`config.mk`:
```
export PLATFORM = sky130hd
export DESIGN_NAME = pipe_stage_reg
export DESIGN_NICKNAME = d
export VERILOG_FILES = /design/src/rtl/pipe_pkg.sv /design/src/rtl/pipe_stage_reg.sv
export SDC_FILE = /design/constraint.sdc
export NUM_CORES = 1
export LEC_CHECK = 0
export CAP_MARGIN = 15
export CORE_MARGIN = 4
export CORE_UTILIZATION = 51
export CTS_BUF_LIST = sky130_fd_sc_hd__clkbuf_4 sky130_fd_sc_hd__clkbuf_8
export DETAILED_ROUTE_END_ITERATION = 12
export GPL_TIMING_DRIVEN = 0
export HOLD_SLACK_MARGIN = 0.08
export MAX_ROUTING_LAYER = met4
export PLACE_DENSITY = 0.91
export SYNTH_ARGS = -nofsm -noshare
export SYNTH_HDL_FRONTEND = slang
export SYNTH_SLANG_ARGS = --single-unit
```
`constraint.sdc`:
```
create_clock -name clk_i -period 2.05 [get_ports clk_i]
set_input_delay 0.41 -clock clk_i [delete_from_list [all_inputs] [get_ports clk_i]]
set_output_delay 0.41 -clock clk_i [all_outputs]
set_load 0.02 [all_outputs]
```
`src/rtl/pipe_pkg.sv`:
```
// Shared definitions for the MIPS pipeline stage registers: per-boundary
// bundle widths, the occupancy state encoding and the bubble control value.
package pipe_pkg;

  localparam int IFID_CTRL_W  = 1;
  localparam int IFID_DATA_W  = 64;
  localparam int IDEX_CTRL_W  = 12;
  localparam int IDEX_DATA_W  = 143;
  localparam int EXMEM_CTRL_W = 7;
  localparam int EXMEM_DATA_W = 101;
  localparam int MEMWB_CTRL_W = 3;
  localparam int MEMWB_DATA_W = 69;

  typedef enum logic [1:0] {
    ST_EMPTY,
    ST_ONE,
    ST_TWO
  } pipe_state_e;

  // Replicated across the control width so bubbles keep write enables inert.
  localparam bit CTRL_BUBBLE = 1'b0;

endpackage

```
`src/rtl/pipe_stage_reg.sv`:
```
// Inter-stage pipeline register with valid/ready handshake, optional two-entry
// skid buffer, synchronous flush and a saturating stall-cycle counter.
module pipe_stage_reg
  import pipe_pkg::*;
#(
  parameter int CTRL_W = EXMEM_CTRL_W,
  parameter int DATA_W = EXMEM_DATA_W,
  parameter int SKID   = 1,
  parameter int CNT_W  = 16
) (
  input  logic              clk_i,
  input  logic              rst_n,
  input  logic              in_valid_i,
  output logic              in_ready_o,
  input  logic [CTRL_W-1:0] ctrl_i,
  input  logic [DATA_W-1:0] data_i,
  input  logic              flush_i,
  output logic              out_valid_o,
  input  logic              out_ready_i,
  output logic [CTRL_W-1:0] ctrl_o,
  output logic [DATA_W-1:0] data_o,
  output logic [CNT_W-1:0]  stall_cnt_o,
  input  logic              stall_cnt_clr_i
);

  pipe_state_e       state_q, state_n;
  logic [CTRL_W-1:0] head_ctrl_q, head_ctrl_n, skid_ctrl_q, skid_ctrl_n;
  logic [DATA_W-1:0] head_data_q, head_data_n, skid_data_q, skid_data_n;
  logic [CNT_W-1:0]  stall_cnt_q;
  logic              push, pop;

  assign out_valid_o = (state_q != ST_EMPTY);
  assign push        = in_valid_i && in_ready_o;
  assign pop         = out_valid_o && out_ready_i;
  assign ctrl_o      = out_valid_o ? head_ctrl_q : {CTRL_W{CTRL_BUBBLE}};
  assign data_o      = head_data_q;
  assign stall_cnt_o = stall_cnt_q;

  // Flush wins over every transfer and leaves the payload registers untouched.
  always_comb begin
    state_n     = state_q;
    head_ctrl_n = head_ctrl_q;
    head_data_n = head_data_q;
    skid_ctrl_n = skid_ctrl_q;
    skid_data_n = skid_data_q;
    if (flush_i) begin
      state_n = ST_EMPTY;
    end else begin
      case (state_q)
        ST_EMPTY: begin
          if (push) begin
            head_ctrl_n = ctrl_i;
            head_data_n = data_i;
            state_n     = ST_ONE;
          end
        end
        ST_ONE: begin
          if (push && pop) begin
            head_ctrl_n = ctrl_i;
            head_data_n = data_i;
          end else if (push) begin
            skid_ctrl_n = ctrl_i;
            skid_data_n = data_i;
            state_n     = ST_TWO;
          end else if (pop) begin
            state_n = ST_EMPTY;
          end
        end
        ST_TWO: begin
          if (pop) begin
            head_ctrl_n = skid_ctrl_q;
            head_data_n = skid_data_q;
            state_n     = ST_ONE;
          end
        end
        default: state_n = ST_EMPTY;
      endcase
    end
  end

  always_ff @(posedge clk_i) begin
    if (!rst_n) begin
      state_q     <= ST_EMPTY;
      head_ctrl_q <= '0;
      head_data_q <= '0;
      skid_ctrl_q <= '0;
      skid_data_q <= '0;
    end else begin
      state_q     <= state_n;
      head_ctrl_q <= head_ctrl_n;
      head_data_q <= head_data_n;
      skid_ctrl_q <= skid_ctrl_n;
      skid_data_q <= skid_data_n;
    end
  end

  always_ff @(posedge clk_i) begin
    if (!rst_n) begin
      stall_cnt_q <= '0;
    end else if (stall_cnt_clr_i) begin
      stall_cnt_q <= '0;
    end else if (out_valid_o && !out_ready_i && (stall_cnt_q != {CNT_W{1'b1}})) begin
      stall_cnt_q <= stall_cnt_q + 1'b1;
    end
  end

  // The skid variant breaks the ready path by registering it from the next state.
  generate
    if (SKID != 0) begin : g_skid
      logic ready_q;
      always_ff @(posedge clk_i) begin
        if (!rst_n) begin
          ready_q <= 1'b1;
        end else begin
          ready_q <= (state_n != ST_TWO);
        end
      end
      assign in_ready_o = ready_q;
    end else begin : g_noskid
      assign in_ready_o = !out_valid_o || out_ready_i;
    end
  endgenerate

endmodule
```
==> results.toml, run 1 <==
[status]
status = "finished, final reports clean"

[clock_network]
cts_tree = "done"
ctsHoldBuffers = 0
clockBufferDepth = 3
path_clk_slew_ns = 0.06
cts_made_buffers = 39
htreeDepth = 2
insertion_delay_ns = 0.52
clkSinkCount = 235
cts-root-buf = "clkbuf_8"

[sta]
setup_tns_ns = 0
post-route-period-util_pct = 97.0
post-route-min-period_ns = 1.99
tightest_slew_ns = 0.502
finClkSkew_ns = 0.0177
setup_viol = 0
clock.fmax_mhz = 503
slew_viol_final = 0
timing.final.ws_setup_ns = 0.0621
max_slew_margin_pct = 66.5
hold_viol = 0

[final_layout]
final_cell_area_mm2 = 0.0137
final_common_cell = "nand2_1"
regArea_mm2 = 0.00471
drive_gt1_share_pct = 9.10
nNetsFinal = 1471
fillers = 1354
area_delta_synth_final_pct = 38.2
multi_input_area_mm2 = 0.00487
layout_common_cells = "338 x nand2_1, 232 x dfxtp_1, 220 x clkdlybuf4s50_1, 109 x mux2i_1, 108 x o211a_1"
finalCoreUtilization_pct = 72.6

[worst_hold_path]
hp-class = "reg -> reg"

[worst_setup_path]
critPathKind = "reg -> out"
required_ns = 1.64
cpPeakStageDelay_ns = 0.64
crit_family = "buffers and inverters"
cp-end-kind = "output pin"
path_max_fanout = 6
cp-start-kind = "flip-flop"
path_buf_inv = 1
cp_slowest_cell = "clkdlybuf4s50_1"
path_cells = "clkdlybuf4s50_1"
crit_arrival_ns = 1.58

[power_and_ir_drop]
report.power.total_w = 0.0110
p_leak_nw = 6.87
peakVddDrop_mv = 0.550
powerDensity_mw_per_mm2 = 803

[routing]
finalWirelength_um = 28300
viasPerCell = 5.41
via_count = 8905
drt_iter0_drc = 479
dr.pass1.iters = 6
ant_nets = 0
wl_met2_um = 14200
top_layer = "met4"
wl_met3_um = 1600
wl_met1_um = 11700
wl_per_cell_um = 17.2
remaining_drc_errors = 0

[yosys]
synth-warning-count = 0
yosys.cell_types.count = 38
netlist_area_mm2 = 0.00993
netlist_instances = 1075
yosysSeqAreaShare_pct = 47.4
ys_ff_latch = 235
synthTopCellsByArea = "dfxtp_1 47%, nand2_1 13%, mux2i_1 11%"
syn_avg_cell_area_um2 = 9.23
netlist.area_leader.share_pct = 47.4
synth_nets = 1190
synth.largest_area_cell = "dfxtp_1"

[grt]
grt_pass1_vias = 9024
grt_overflow = 0
grt_first_pass_wirelength_um = 45700
track_usage_pct = 26.0
grt_antenna_before_repair = 2
grt_max_degree = 11

[flow_run]
drv_cap = 0

[floorplan]
rows = 50
core_area_mm2 = 0.0189
ioPinCount = 240
die_height_um = 148
initial_utilization_pct = 52.5
die_w_um = 148
die-area_mm2 = 0.0218

[placement]
place_ws_ns = -1.03
io_buffers = 239
place_hpwl_um = 19700
dpl_cell_area_mm2 = 0.0126
place_congestion = 0.870
## through the flow
stage | hold WS [ns] | instances
floorplan | 0.434 | 1075
global placement | 0.440 | 1574
detailed placement | 0.445 | 1574
CTS | 0.448 | 1646
global route | 0.475 | 1647
finish | 0.455 | 1647
## where the power goes
group          internal (W)  switching (W)
clock               0.00302        0.00183
sequential          0.00474       0.000106
combinational      0.000681       0.000642
## state kept, by name, summed over array words and instances, names as in the netlist
signal	count
data_o	101
head_ctrl_q	7
in_ready_o	1
skid_ctrl_q	7
skid_data_q	101
stall_cnt_o	16
state_q	2
## tightest hold or removal path: cells and delay by family (launching register included)
family	cells	cell delay, ns
simple gates	1	0.05
flops	1	0.31
compound gates	1	0.05
## per-layer routing
| layer | GRT usage, % | vias up |
|---|---|---|
| met5 | - | - |
| met4 | 8.53 | 0 |
| met3 | 4.94 | 42 |
| met2 | 44.5 | 305 |
| met1 | 30.9 | 4259 |
| li1 | - | 4299 |
## final cells by class
type / count / share of cell area (%)
Buffer: 84 / 2.96
Timing Repair Buffer: 242 / 17.8
Multi-Input combinational cell: 750 / 35.5
Clock buffer: 65 / 5.98
Antenna cell: 2 / 0.0365
Inverter: 4 / 0.109
Tap cell: 260 / 2.37
Sequential cell: 235 / 34.3
Clock inverter: 5 / 0.912
## synthesized netlist by cell type
cell type  number
o41ai_1         2
mux2i_1       109
nand3b_4        1
a211o_1         1
nand4_1         6
inv_1           4
nor2b_1         8
nand3_1         4
and2_1          1
o41a_1          1
nand2b_1        6
nor4_1          1
a21boi_1        5
a21boi_0      103
ha_1            1
or4_1           4
o21ai_0         7
and3_1          4
o211a_1       108
dfxtp_1       235
buf_1           2
a21oi_1        11
nor3_4          1
o31ai_1         4
a21o_1          1
nand2_1       338
clkbuf_1       50
o21ba_2         1
a31oi_1         1
a211oi_2        1
and4_1          3
nor2_1          4
o311ai_0        1
o211ai_1        1
xnor2_1         2
buf_2          34
o22a_1          1
or3_1           8
## final timing paths
check / start / endpoint / slack (ns) / cells past startpoint
min: skid_data_q[87] / skid_data_q[87] / 0.46 / 2
min reg2reg: skid_data_q[87] / skid_data_q[87] / 0.46 / 2
max reg2reg: state_q[0] / data_o[82] / 0.13 / 6
max: stall_cnt_o[6] / stall_cnt_o[6] / 0.06 / 1
## kinds of logic (layout without fill, tap and decap cells)
logic type,after synthesis,after routing,share of synthesized area (%)
simple gates,389,389,16.2
buf+inv,90,400,3.83
other cells,0,2,0
flops,235,235,47.4
compound gates,249,249,21.3
mux,109,109,11.0
xor+xnor,2,2,0.177
fa+ha+maj,1,1,0.126
## what timing repair did
action,4_1_cts,5_1_grt
pin swaps,3,1
setup endpoints to repair,165,147
gates resized for setup,22,40
setup buffers,3,0
Note: power is estimated with default switching activity, not from simulation.
==> run 2: changes to the inputs <==
- SETUP_SLACK_MARGIN: not set -> 0.1
==> run 2 against run 1 <==
Compared with the run above: worst setup slack improved by 0.077 ns; clock power barely moved; total power fell by 0.14%; die area did not move; core utilization barely moved; fmax rose by 4.1%; via count barely moved; clock skew rose by 0.0046 ns; first-iteration DRC count rose by 1.3%; sequential share of layout area barely moved.
==> results.toml, run 2 (same netlist as run 1, synthesis figures left out) <==
[clock_network]
cts_made_buffers = 39
ctsHoldBuffers = 0
cts_tree = "done"
insertion_delay_ns = 0.52
clkSinkCount = 235
path_clk_slew_ns = 0.06
cts-root-buf = "clkbuf_8"
htreeDepth = 2
clockBufferDepth = 3

[routing]
ant_nets = 0
via_count = 8911
dr.pass1.iters = 7
finalWirelength_um = 28400
remaining_drc_errors = 0
wl_per_cell_um = 17.2
viasPerCell = 5.41
drt_iter0_drc = 485

[floorplan]
die-area_mm2 = 0.0218
die_height_um = 148
core_area_mm2 = 0.0189
ioPinCount = 240
die_w_um = 148
initial_utilization_pct = 52.5
rows = 50

[worst_setup_path]
cp-start-kind = "flip-flop"
cp-end-kind = "output pin"
cpPeakStageDelay_ns = 0.65
critPathKind = "reg -> out"
path_cells = "clkdlybuf4s50_1"
reg2reg_depth = 7
path_max_fanout = 2
cp_slowest_cell = "clkdlybuf4s50_1"
crit_family = "buffers and inverters"
r2r_start = "state_q[0]"
cp.depth = 1
required_ns = 1.64
crit_arrival_ns = 1.50
path_buf_inv = 1
rrSetupSlack_ns = 0.18
cp-startpoint = "data_o[36]"

[final_layout]
finalCoreUtilization_pct = 72.6
fillers = 1352
area_delta_synth_final_pct = 38.3
final_common_cell = "nand2_1"
drive_gt1_share_pct = 9.88
layout_common_cells = "338 x nand2_1, 233 x dfxtp_1, 193 x clkdlybuf4s50_1, 109 x mux2i_1, 108 x o211a_1"
final_cell_area_mm2 = 0.0137
nNetsFinal = 1472

[grt]
grtUsageMet1_pct = 30.8
grt_util_met3_pct = 4.97
grt_overflow = 0
met2_usage_pct = 44.6
grt_pass1_vias = 9031
busiest_layer = "met2"
track_usage_pct = 26.0
grt_max_degree = 20
grt_first_pass_wirelength_um = 45700
grt_antenna_before_repair = 2

[placement]
place_congestion = 0.870
dpl_cell_area_mm2 = 0.0126
place_hpwl_um = 19700
io_buffers = 239

[worst_hold_path]
min-delay-start = "skid_data_q[82]"
hp-class = "reg -> reg"
whs_path_depth = 2

[sta]
tightest_slew_ns = 0.564
finClkSkew_ns = 0.0223
slew_viol_final = 0
post-route-min-period_ns = 1.91
setup_viol = 0
max_slew_margin_pct = 62.3
whs_ns = 0.457
grt_setup_unrepaired = "true"
hold_viol = 0
clock.fmax_mhz = 523
post-route-period-util_pct = 93.2

[status]
status = "finished, final reports clean"

[flow_run]
drv_cap = 0

[power_and_ir_drop]
powerDensity_mw_per_mm2 = 802
peakVddDrop_mv = 0.543
p_leak_nw = 7.08
-- run 2: cell types whose count changed in the layout (fill, tap and decap cells not counted), sizes merged --
cell           before  now
clkbuf            125  122
buf                27   37
dlymetal6s2s        9   18
clkdlybuf4s50     220  193
dlygate4sd2         9   21
-- run 2: path summary, 6_finish.rpt --
| check | end |
|---|---|
| setup / recovery | data_o[36] |
| hold / removal | skid_data_q[82] |
| setup reg to reg | data_o[37] |
| hold reg to reg | skid_data_q[82] |
-- run 2: cell type report --
cell class	instances	area (um2)	share of cell area (%)
Buffer	84	425	3.10
Clock inverter	5	125	0.912
Antenna cell	2	5.00	0.0365
Inverter	4	15.0	0.109
Multi-Input combinational cell	750	4880	35.5
Clock buffer	65	820	5.97
Tap cell	260	325	2.37
Sequential cell	235	4710	34.3
Timing Repair Buffer	243	2420	17.7
-- run 2: per-layer routing --
| layer | routed length [um] | part of all wire (%) |
|---|---|---|
| met1 | 11600 | 41 |
| met2 | 14300 | 50 |
| met3 | 1740 | 6.1 |
| met4 | 761 | 2.7 |
| met5 | 0 | 0 |
-- run 2: power by group --
group          internal, W  leakage (nW)  switching (W)
registers          0.00474          1.92       0.000104
logic             0.000678          4.66       0.000644
clock network      0.00302         0.497        0.00182
total              0.00844          7.08        0.00256
-- run 2: stage by stage --
step	setup WS, ns	total power [W]	std cells	setup TNS [ns]
finish	0.140	0.0110	1648	0
global route	0.0967	0.0114	1648	0
floorplan	0.166	0.00554	1075	0
global placement	-0.913	0.00622	1574	-143.07
CTS	0.0410	0.0111	1646	0
detailed placement	-1.03	0.00625	1574	-159.58
-- run 2: timing repair --
item                                    in CTS  in global routing
pin swaps                                    3                  0
endpoints found under the setup margin     246                117
gates resized for setup                     67                 49
buffers inserted                             4                  0
